--- src/rtl/wb_cmd_master.sv ---
// ---------------------------------------------------------------------------
// wb_cmd_master
//   Wishbone classic initiator. Each accepted load/store command becomes a
//   single WB cycle against the unified instruction/data memory. Sub-word
//   accesses are steered onto byte lanes, and load data is sign- or
//   zero-extended. A bus error, an ack timeout, a misaligned address or an
//   illegal size produces an error response. Only one transaction is
//   outstanding at a time.
//
// Parameters
//   TIMEOUT       cycles spent in BUS without ack/err before abort (1..65535)
//
// Ports
//   clk, rst      clock (rising edge), asynchronous active-high reset
//   cmd_*         command channel (valid/ready), sampled at the accepting edge
//   resp_*        response channel (valid/ready): rdata, err flag, code
//                 (00 ok, 01 wb err, 10 timeout, 11 misaligned/illegal)
//   wb_*          Wishbone classic initiator signals
// ---------------------------------------------------------------------------
module wb_cmd_master #(
    parameter int TIMEOUT = 255
) (
    input  logic        clk,
    input  logic        rst,
    input  logic        cmd_valid,
    output logic        cmd_ready,
    input  logic        cmd_we,
    input  logic [31:0] cmd_addr,
    input  logic [1:0]  cmd_size,
    input  logic        cmd_unsigned,
    input  logic [31:0] cmd_wdata,
    output logic        resp_valid,
    input  logic        resp_ready,
    output logic [31:0] resp_rdata,
    output logic        resp_err,
    output logic [1:0]  resp_code,
    output logic [31:0] wb_adr_o,
    output logic [31:0] wb_dat_o,
    input  logic [31:0] wb_dat_i,
    output logic        wb_we_o,
    output logic [3:0]  wb_sel_o,
    output logic        wb_cyc_o,
    output logic        wb_stb_o,
    input  logic        wb_ack_i,
    input  logic        wb_err_i
);

    typedef enum logic [1:0] {IDLE = 2'd0, BUS = 2'd1, RESP = 2'd2} state_t;

    localparam logic [15:0] TIMEOUT_CNT = 16'(TIMEOUT);

    state_t      state_reg, state_next;
    logic        cmd_ready_reg, cmd_ready_next;
    logic        resp_valid_reg, resp_valid_next;
    logic [31:0] resp_rdata_reg, resp_rdata_next;
    logic        resp_err_reg, resp_err_next;
    logic [1:0]  resp_code_reg, resp_code_next;
    logic [31:0] wb_adr_reg, wb_adr_next;
    logic [31:0] wb_dat_reg, wb_dat_next;
    logic        wb_we_reg, wb_we_next;
    logic [3:0]  wb_sel_reg, wb_sel_next;
    logic        wb_cyc_reg, wb_cyc_next;
    logic [1:0]  size_reg, size_next;
    logic [1:0]  lo_reg, lo_next;
    logic        uns_reg, uns_next;
    logic [15:0] cnt_reg, cnt_next;

    // Store data replicated across lanes so the slave picks the enabled ones.
    logic [31:0] byte_rep, half_rep, dat_steer;
    logic [3:0]  sel_steer;
    logic        bad_cmd;

    genvar gi;
    generate
        for (gi = 0; gi < 4; gi++) begin : g_byte_rep
            assign byte_rep[gi*8 +: 8] = cmd_wdata[7:0];
        end
        for (gi = 0; gi < 2; gi++) begin : g_half_rep
            assign half_rep[gi*16 +: 16] = cmd_wdata[15:0];
        end
    endgenerate

    always_comb begin
        sel_steer = 4'b1111;
        dat_steer = cmd_wdata;
        case (cmd_size)
            2'b00: begin
                sel_steer = 4'b0001 << cmd_addr[1:0];
                dat_steer = byte_rep;
            end
            2'b01: begin
                sel_steer = cmd_addr[1] ? 4'b1100 : 4'b0011;
                dat_steer = half_rep;
            end
            default: ;
        endcase
    end

    assign bad_cmd = (cmd_size == 2'b11)
                   | ((cmd_size == 2'b01) & cmd_addr[0])
                   | ((cmd_size == 2'b10) & (|cmd_addr[1:0]));

    // Load extraction: move the addressed lane down to bit 0, then extend.
    logic [31:0] rd_shift, load_data;
    logic [15:0] cnt_inc;

    assign rd_shift = wb_dat_i >> {lo_reg, 3'b000};
    assign cnt_inc  = cnt_reg + 16'd1;

    always_comb begin
        case (size_reg)
            2'b00:   load_data = uns_reg ? {24'd0, rd_shift[7:0]}
                                         : {{24{rd_shift[7]}}, rd_shift[7:0]};
            2'b01:   load_data = uns_reg ? {16'd0, rd_shift[15:0]}
                                         : {{16{rd_shift[15]}}, rd_shift[15:0]};
            default: load_data = rd_shift;
        endcase
    end

    always_comb begin
        state_next      = state_reg;
        resp_valid_next = resp_valid_reg;
        resp_rdata_next = resp_rdata_reg;
        resp_err_next   = resp_err_reg;
        resp_code_next  = resp_code_reg;
        wb_adr_next     = wb_adr_reg;
        wb_dat_next     = wb_dat_reg;
        wb_we_next      = wb_we_reg;
        wb_sel_next     = wb_sel_reg;
        wb_cyc_next     = wb_cyc_reg;
        size_next       = size_reg;
        lo_next         = lo_reg;
        uns_next        = uns_reg;
        cnt_next        = cnt_reg;

        case (state_reg)
            IDLE: begin
                if (cmd_valid && cmd_ready_reg) begin
                    size_next = cmd_size;
                    lo_next   = cmd_addr[1:0];
                    uns_next  = cmd_unsigned;
                    if (bad_cmd) begin
                        // Rejected locally: no bus cycle is started.
                        resp_valid_next = 1'b1;
                        resp_err_next   = 1'b1;
                        resp_code_next  = 2'b11;
                        resp_rdata_next = 32'd0;
                        state_next      = RESP;
                    end else begin
                        wb_cyc_next = 1'b1;
                        wb_we_next  = cmd_we;
                        wb_adr_next = {cmd_addr[31:2], 2'b00};
                        wb_sel_next = sel_steer;
                        wb_dat_next = dat_steer;
                        cnt_next    = 16'd0;
                        state_next  = BUS;
                    end
                end
            end
            BUS: begin
                cnt_next = cnt_inc;
                // Timeout fires on the TIMEOUT-th BUS cycle without ack/err.
                if (wb_err_i || wb_ack_i || (cnt_inc == TIMEOUT_CNT)) begin
                    wb_cyc_next     = 1'b0;
                    wb_we_next      = 1'b0;
                    wb_sel_next     = 4'd0;
                    resp_valid_next = 1'b1;
                    state_next      = RESP;
                    if (wb_err_i) begin
                        resp_code_next  = 2'b01;
                        resp_err_next   = 1'b1;
                        resp_rdata_next = 32'd0;
                    end else if (wb_ack_i) begin
                        resp_code_next  = 2'b00;
                        resp_err_next   = 1'b0;
                        resp_rdata_next = wb_we_reg ? 32'd0 : load_data;
                    end else begin
                        resp_code_next  = 2'b10;
                        resp_err_next   = 1'b1;
                        resp_rdata_next = 32'd0;
                    end
                end
            end
            RESP: begin
                if (resp_ready) begin
                    resp_valid_next = 1'b0;
                    state_next      = IDLE;
                end
            end
            default: state_next = IDLE;
        endcase

        cmd_ready_next = (state_next == IDLE);
    end

    always_ff @(posedge clk or posedge rst) begin
        if (rst) begin
            state_reg      <= IDLE;
            cmd_ready_reg  <= 1'b0;
            resp_valid_reg <= 1'b0;
            resp_rdata_reg <= 32'd0;
            resp_err_reg   <= 1'b0;
            resp_code_reg  <= 2'd0;
            wb_adr_reg     <= 32'd0;
            wb_dat_reg     <= 32'd0;
            wb_we_reg      <= 1'b0;
            wb_sel_reg     <= 4'd0;
            wb_cyc_reg     <= 1'b0;
            size_reg       <= 2'd0;
            lo_reg         <= 2'd0;
            uns_reg        <= 1'b0;
            cnt_reg        <= 16'd0;
        end else begin
            state_reg      <= state_next;
            cmd_ready_reg  <= cmd_ready_next;
            resp_valid_reg <= resp_valid_next;
            resp_rdata_reg <= resp_rdata_next;
            resp_err_reg   <= resp_err_next;
            resp_code_reg  <= resp_code_next;
            wb_adr_reg     <= wb_adr_next;
            wb_dat_reg     <= wb_dat_next;
            wb_we_reg      <= wb_we_next;
            wb_sel_reg     <= wb_sel_next;
            wb_cyc_reg     <= wb_cyc_next;
            size_reg       <= size_next;
            lo_reg         <= lo_next;
            uns_reg        <= uns_next;
            cnt_reg        <= cnt_next;
        end
    end

    assign cmd_ready  = cmd_ready_reg;
    assign resp_valid = resp_valid_reg;
    assign resp_rdata = resp_rdata_reg;
    assign resp_err   = resp_err_reg;
    assign resp_code  = resp_code_reg;
    assign wb_adr_o   = wb_adr_reg;
    assign wb_dat_o   = wb_dat_reg;
    assign wb_we_o    = wb_we_reg;
    assign wb_sel_o   = wb_sel_reg;
    assign wb_cyc_o   = wb_cyc_reg;
    assign wb_stb_o   = wb_cyc_reg;

endmodule

--- config.mk ---
export PLATFORM = sky130hd
export DESIGN_NAME = wb_cmd_master
export DESIGN_NICKNAME = d
export VERILOG_FILES = /design/src/rtl/wb_cmd_master.sv
export SDC_FILE = /design/constraint.sdc
export NUM_CORES = 1
export LEC_CHECK = 0
export CAP_MARGIN = 5
export CELL_PAD_IN_SITES_DETAIL_PLACEMENT = 0
export CELL_PAD_IN_SITES_GLOBAL_PLACEMENT = 1
export CORE_MARGIN = 2
export CORE_UTILIZATION = 32
export DETAILED_ROUTE_END_ITERATION = 10
export MAX_ROUTING_LAYER = met4
export PLACE_DENSITY_LB_ADDON = 0.12
export SYNTH_ARGS = -nofsm -noshare
export SYNTH_HDL_FRONTEND = slang
export SYNTH_SLANG_ARGS = --single-unit
--- constraint.sdc ---
create_clock -name clk -period 3.9 [get_ports clk]
set_input_delay 0.78 -clock clk [delete_from_list [all_inputs] [get_ports clk]]
set_output_delay 0.78 -clock clk [all_outputs]
set_load 0.02 [all_outputs]
# Yosys cells after proc, flatten, opt, wreduce, memory -nomap -nowiden

Index checks and enable logic that the tools add are counted.
W data, S select, Z words.

Register bits after elaboration: 128
Bits in latches: 0
Memory bits (writable): 0
Bits in read-only memories: 0
Input port bits: 106
Output and inout bits: 108
Logic and storage cells: 98
Memories: 0

Add/sub/neg operators: 1
Multipliers: 0
Divide/modulo/power cells: 0
Magnitude comparators: 0
Equality and inequality tests: 12
Shift operators: 2
Muxes and demuxes: 47
Bitwise logic cells: 5
Reductions and logical operators: 16

Operators by type and width:

| cell                    | count |
|---|---|
| $mux W32                | 8 |
| $pmux W32 S2            | 3 |
| $mux W16                | 2 |
| $pmux W16 S2            | 1 |
| $shr A32 B5 Y32         | 1 |
| $mux W2                 | 9 |
| $add A16 B1 Y16 const B | 1 |
| $eq A16 B8 Y1 const B   | 1 |
| $mux W4                 | 4 |
| $pmux W4 S2             | 2 |
| $mux W1                 | 12 |
| $ne A2 B2 Y1 const B    | 5 |
| $logic_not A2 Y1        | 4 |
| $reduce_and A4 Y1       | 2 |
| $eq A2 B1 Y1 const B    | 3 |
| $eq A2 B2 Y1 const B    | 3 |
| $pmux W1 S2             | 3 |
| $pmux W2 S3             | 1 |
| $reduce_and A3 Y1       | 2 |
| $reduce_and A5 Y1       | 1 |
| $pmux W2 S2             | 1 |
| $shl A1 B2 Y4 const A   | 1 |
| $pmux W1 S3             | 1 |
| $reduce_bool A3 Y1      | 1 |
| 8 further kinds         | 11 |

# Logic depth before layout (Yosys ltp)

Depth in word-level cells: 8
Gate-level depth with buffers: 9
Mapped depth without buffers: 7

# Worst setup path before layout

No wires, ideal clock.

Path type: in2reg
From: input port cmd_size[0]
To: register wb_adr_reg[2] (netlist: wb_adr_o[2])
Setup time: 0.125 ns
Data arrival time: 2.159 ns
Required time: 3.775 ns
Path slack: 1.616 ns
Stages on the path: 5
Buffers on the path: 2
Cells stage by stage: clkbuf_1 nor3_1 o21ai_1 clkbuf_1 mux2_2

Word-level cells in the longest chain between the ends: 6
Elaborated cells on any way between the ends: 9
Classes of those cells: eq/ne (3); bitwise (5); reduce/logical (1)

RTL lines:

| what                            | RTL line | RTL |
|---|---|---|
| from (decl)                     | 29       | `input logic [1:0] cmd_size,` |
| $eq A2 B1 Y1                    | 100      | `\| ((cmd_size == 2'b01) & cmd_addr[0])` |
| $and A1 B1 Y1                   | 100      |  |
| $or A1 B1 Y1                    | 100      |  |
| $or A1 B1 Y1 (*)                | 101      | `\| ((cmd_size == 2'b10) & (\|cmd_addr[1:0]));` |
| $not A1 Y1 (no line) (*)        | -        |  |
| $reduce_and A3 Y1 (no line) (*) | -        |  |
| to (signal assigned)            | 220      | `wb_adr_reg <= wb_adr_next;` |
| to (decl)                       | 58       | `logic [31:0] wb_adr_reg, wb_adr_next;` |

Mark *: on every way between the ends. The rest lies on a longest branch, timed or not.
A chain may end at the register's enable or synchronous reset.

# Final worst setup path

From: input port cmd_addr[0]
To: register resp_rdata_reg[25] (netlist: resp_rdata[25])

Word-level cells in the longest chain between the ends: 5
Elaborated cells on any way between the ends: 7
Classes of those cells: eq/ne (1); bitwise (4); reduce/logical (2)

RTL lines:

| what                                                     | RTL line | RTL |
|---|---|---|
| from (decl)                                              | 28       | `input logic [31:0] cmd_addr,` |
| $and A1 B1 Y1 / $reduce_or A2 Y1 (equally long branches) | 100, 101 |  |
| $or A1 B1 Y1 / $and A1 B1 Y1 (equally long branches)     | 100, 101 |  |
| $or A1 B1 Y1 (*)                                         | 101      |  |
| $ne A2 B2 Y1 (no line) (*)                               | -        |  |
| $reduce_and A4 Y1 (no line) (*)                          | -        |  |
| to (signal assigned)                                     | 217      | `resp_rdata_reg <= resp_rdata_next;` |
| to (decl)                                                | 55       | `logic [31:0] resp_rdata_reg, resp_rdata_next;` |

Marked as above.

==> metrics <==
status=completed; Die H=149 um; hold_ws=478 ps; cts repair resizes=0; register area share after synthesis=47.6%; input/output buffers=211; H-tree levels=4; total power=7.19 mW; Post-CTS Setup Inserts=0; Longest Clk Path Bufs=2; fillcell total=2,026; routing usage on met3=6.64%; GRT Max-Usage Layer=met2; GR Util All Layers=18.6%; CTS Buf Count=17; Worst-Margin Slew=1220 ps; FMAX=344 MHz; Slew HR=18.4%; Netlist cell types=65; layout cells sized above 1=15.9%; pwr dens=744 nW/um2; met2 Use GR=28.3%; number of synthesized flops with an enable pin=0; Core Area=20,800 um2; TritonCTS clock tree=built; Post-Syn Area=6730 um2; initial DRC count=260; Slew Limit Fails=0; drt drc=0; Routed wire per std cell=17.3 um; Hold Crit Depth=2; Clock Skews=8.12 ps; Max Cap Viol=0; I/O pin cnt=214; global-route wire length before repair=31.3 mm; clock-pin slew on the worst setup and hold paths=60 ps; TNS Setup=0 ps; Hold Path Class=register to register; via count=5,729; commonest non-fill, non-tap cells in the layout=clkdlybuf4s50_1 (211), dfrtp_1 (128), nand2_1 (63), o21ai_0 (58), mux2_2 (43); M1 GR Usage=23.0%; worst r2r path cells=7; largest cells by area after synthesis=dfrtp_1 (48%), mux2_2 (7.2%), mux2i_1 (6.1%); number of global-route vias before repair=5,866; area grow syn2layout=43.4%; placed cell count=1,109; peak supply drop=0.322 mV; top_reg_cell synth=dfrtp_1; Clock Latency Late Sink=410 ps; die area=22,200 um2; die width=149 um; critical path launch point type=primary input; Setup WS post-layout=994 ps; Final setup violation count=0; FF+latch count, synth=128; WL final=19.8 mm; initial antenna violation count=1; Pre-Repair DR Iteration Count=4; final clock period utilization by the worst path=74.5%; Cell Count, Final, Fillers Out=1,142; pin count of the biggest net entering global routing=119; static leakage=4.00 nW; pre-CTS setup slack=552 ps; share of the synthesized area in the top cell type=47.6%; RSZ-0062 raised after global routing=no; CP arrival=3160 ps; gr ovfl total=0; Crit Path Class=primary input to register; Tmin final=2910 ps; CP max FO=20; fin nets=961; Vias/cell=5.02; Critical Path Sink Type=register; CP Data Required Time=4160 ps; antenna viol nets, final=0; area leader, netlist=dfrtp_1; gpl congestion=0.799; post-synthesis cell count=659; Syn Area/Cell=10.2 um2; commonest non-fill, non-tap cell in the layout=clkdlybuf4s50_1; clock sinks=128; hold buffers post-CTS=0; Root Buffer=clkbuf_16; Synth async-reset ratio=100%; std cell rows=53; Starting Density=32.3%; hold violation total from the final report=0; dpl hpwl=14.0 mm; Ys Warns=0
report_power, final:
group | total [mW] | leakage [nW] | internal [mW] | switching, mW
Sequential | 2.27 | 1.60 | 1.88 | 0.391
Combinational | 3.34 | 2.13 | 1.62 | 1.72
Clock | 1.57 | 0.275 | 0.915 | 0.660
metal layers:
metal | up-vias | routed length [um]
met2 | 176 | 9220
met3 | 25 | 1430
met5 | - | 0
li1 | 2746 | -
met4 | 0 | 376
met1 | 2782 | 8730
cells in the mapped netlist (3+ instances only):
cell / instances
a211oi_1: 16
o31ai_1: 5
o21ai_0: 58
buf_1: 7
buf_2: 4
buf_4: 5
buf_6: 5
mux2_2: 43
nand2_1: 63
nor2b_1: 13
nand2b_1: 3
nor3_1: 9
nor3b_1: 3
and3_2: 3
mux2i_1: 41
a22oi_1: 10
xor2_1: 3
nand4_1: 4
a21oi_1: 36
nor2_1: 35
inv_1: 40
dfrtp_1: 128
o211ai_2: 16
clkbuf_1: 26
a31oi_1: 13
o21ai_2: 14
nand3_1: 4
o32a_1: 8
o21ai_1: 3
final timing paths:
check	from	slack (ps)	end
setup / recovery	cmd_addr[0]	990	resp_rdata[25]
hold / removal	wb_dat_o[19]	480	wb_dat_o[19]
setup reg to reg	cnt_reg[0]	1020	resp_rdata[25]
hold reg to reg	wb_dat_o[19]	480	wb_dat_o[19]
max in group asynchronous	rst	2320	resp_rdata[22]
min in group asynchronous	rst	660	wb_adr_o[30]
area by class of cell:
class	count	area, um2	area share (%)
clock inverters	14	144	1.49
inverters	40	154	1.59
multi-input cells	442	3130	32.5
diodes	1	2.50	0.0259
repair buffers	224	2230	23.1
clock buffers	18	439	4.55
well taps	275	344	3.56
flip-flops and latches	128	3200	33.2
critical path, cell delays in order:
cell	delay [ps]
clkdlybuf4s50_1	620
nor3_1	90
buf_4	170
nor2_1	200
nand2_1	330
o211ai_4	390
buf_4	450
o211ai_2	110
metrics by stage:
| stage | instance area [um2] | utilization, % |
|---|---|---|
| 6_report | 9660 | 46.4 |
| 5_1_grt | 9660 | 46.4 |
| 4_1_cts | 9650 | 46.4 |
| 3_5_place_dp | 9070 | 43.6 |
| 3_3_place_gp | 9070 | 43.6 |
| 2_1_floorplan | 6740 | - |
kinds of logic after synthesis:
| family | synth area share, % |
|---|---|
| adders and majority gates | 0.372 |
| other | 0.0557 |
| DFF | 47.6 |
| AOI/OAI and AO/OA | 20.5 |
| muxes | 13.6 |
| and+or+nand+nor | 11.3 |
| buffers and inverters | 6.19 |
| xor gates and xnor gates | 0.390 |
Power figures use the tool's default switching activity.
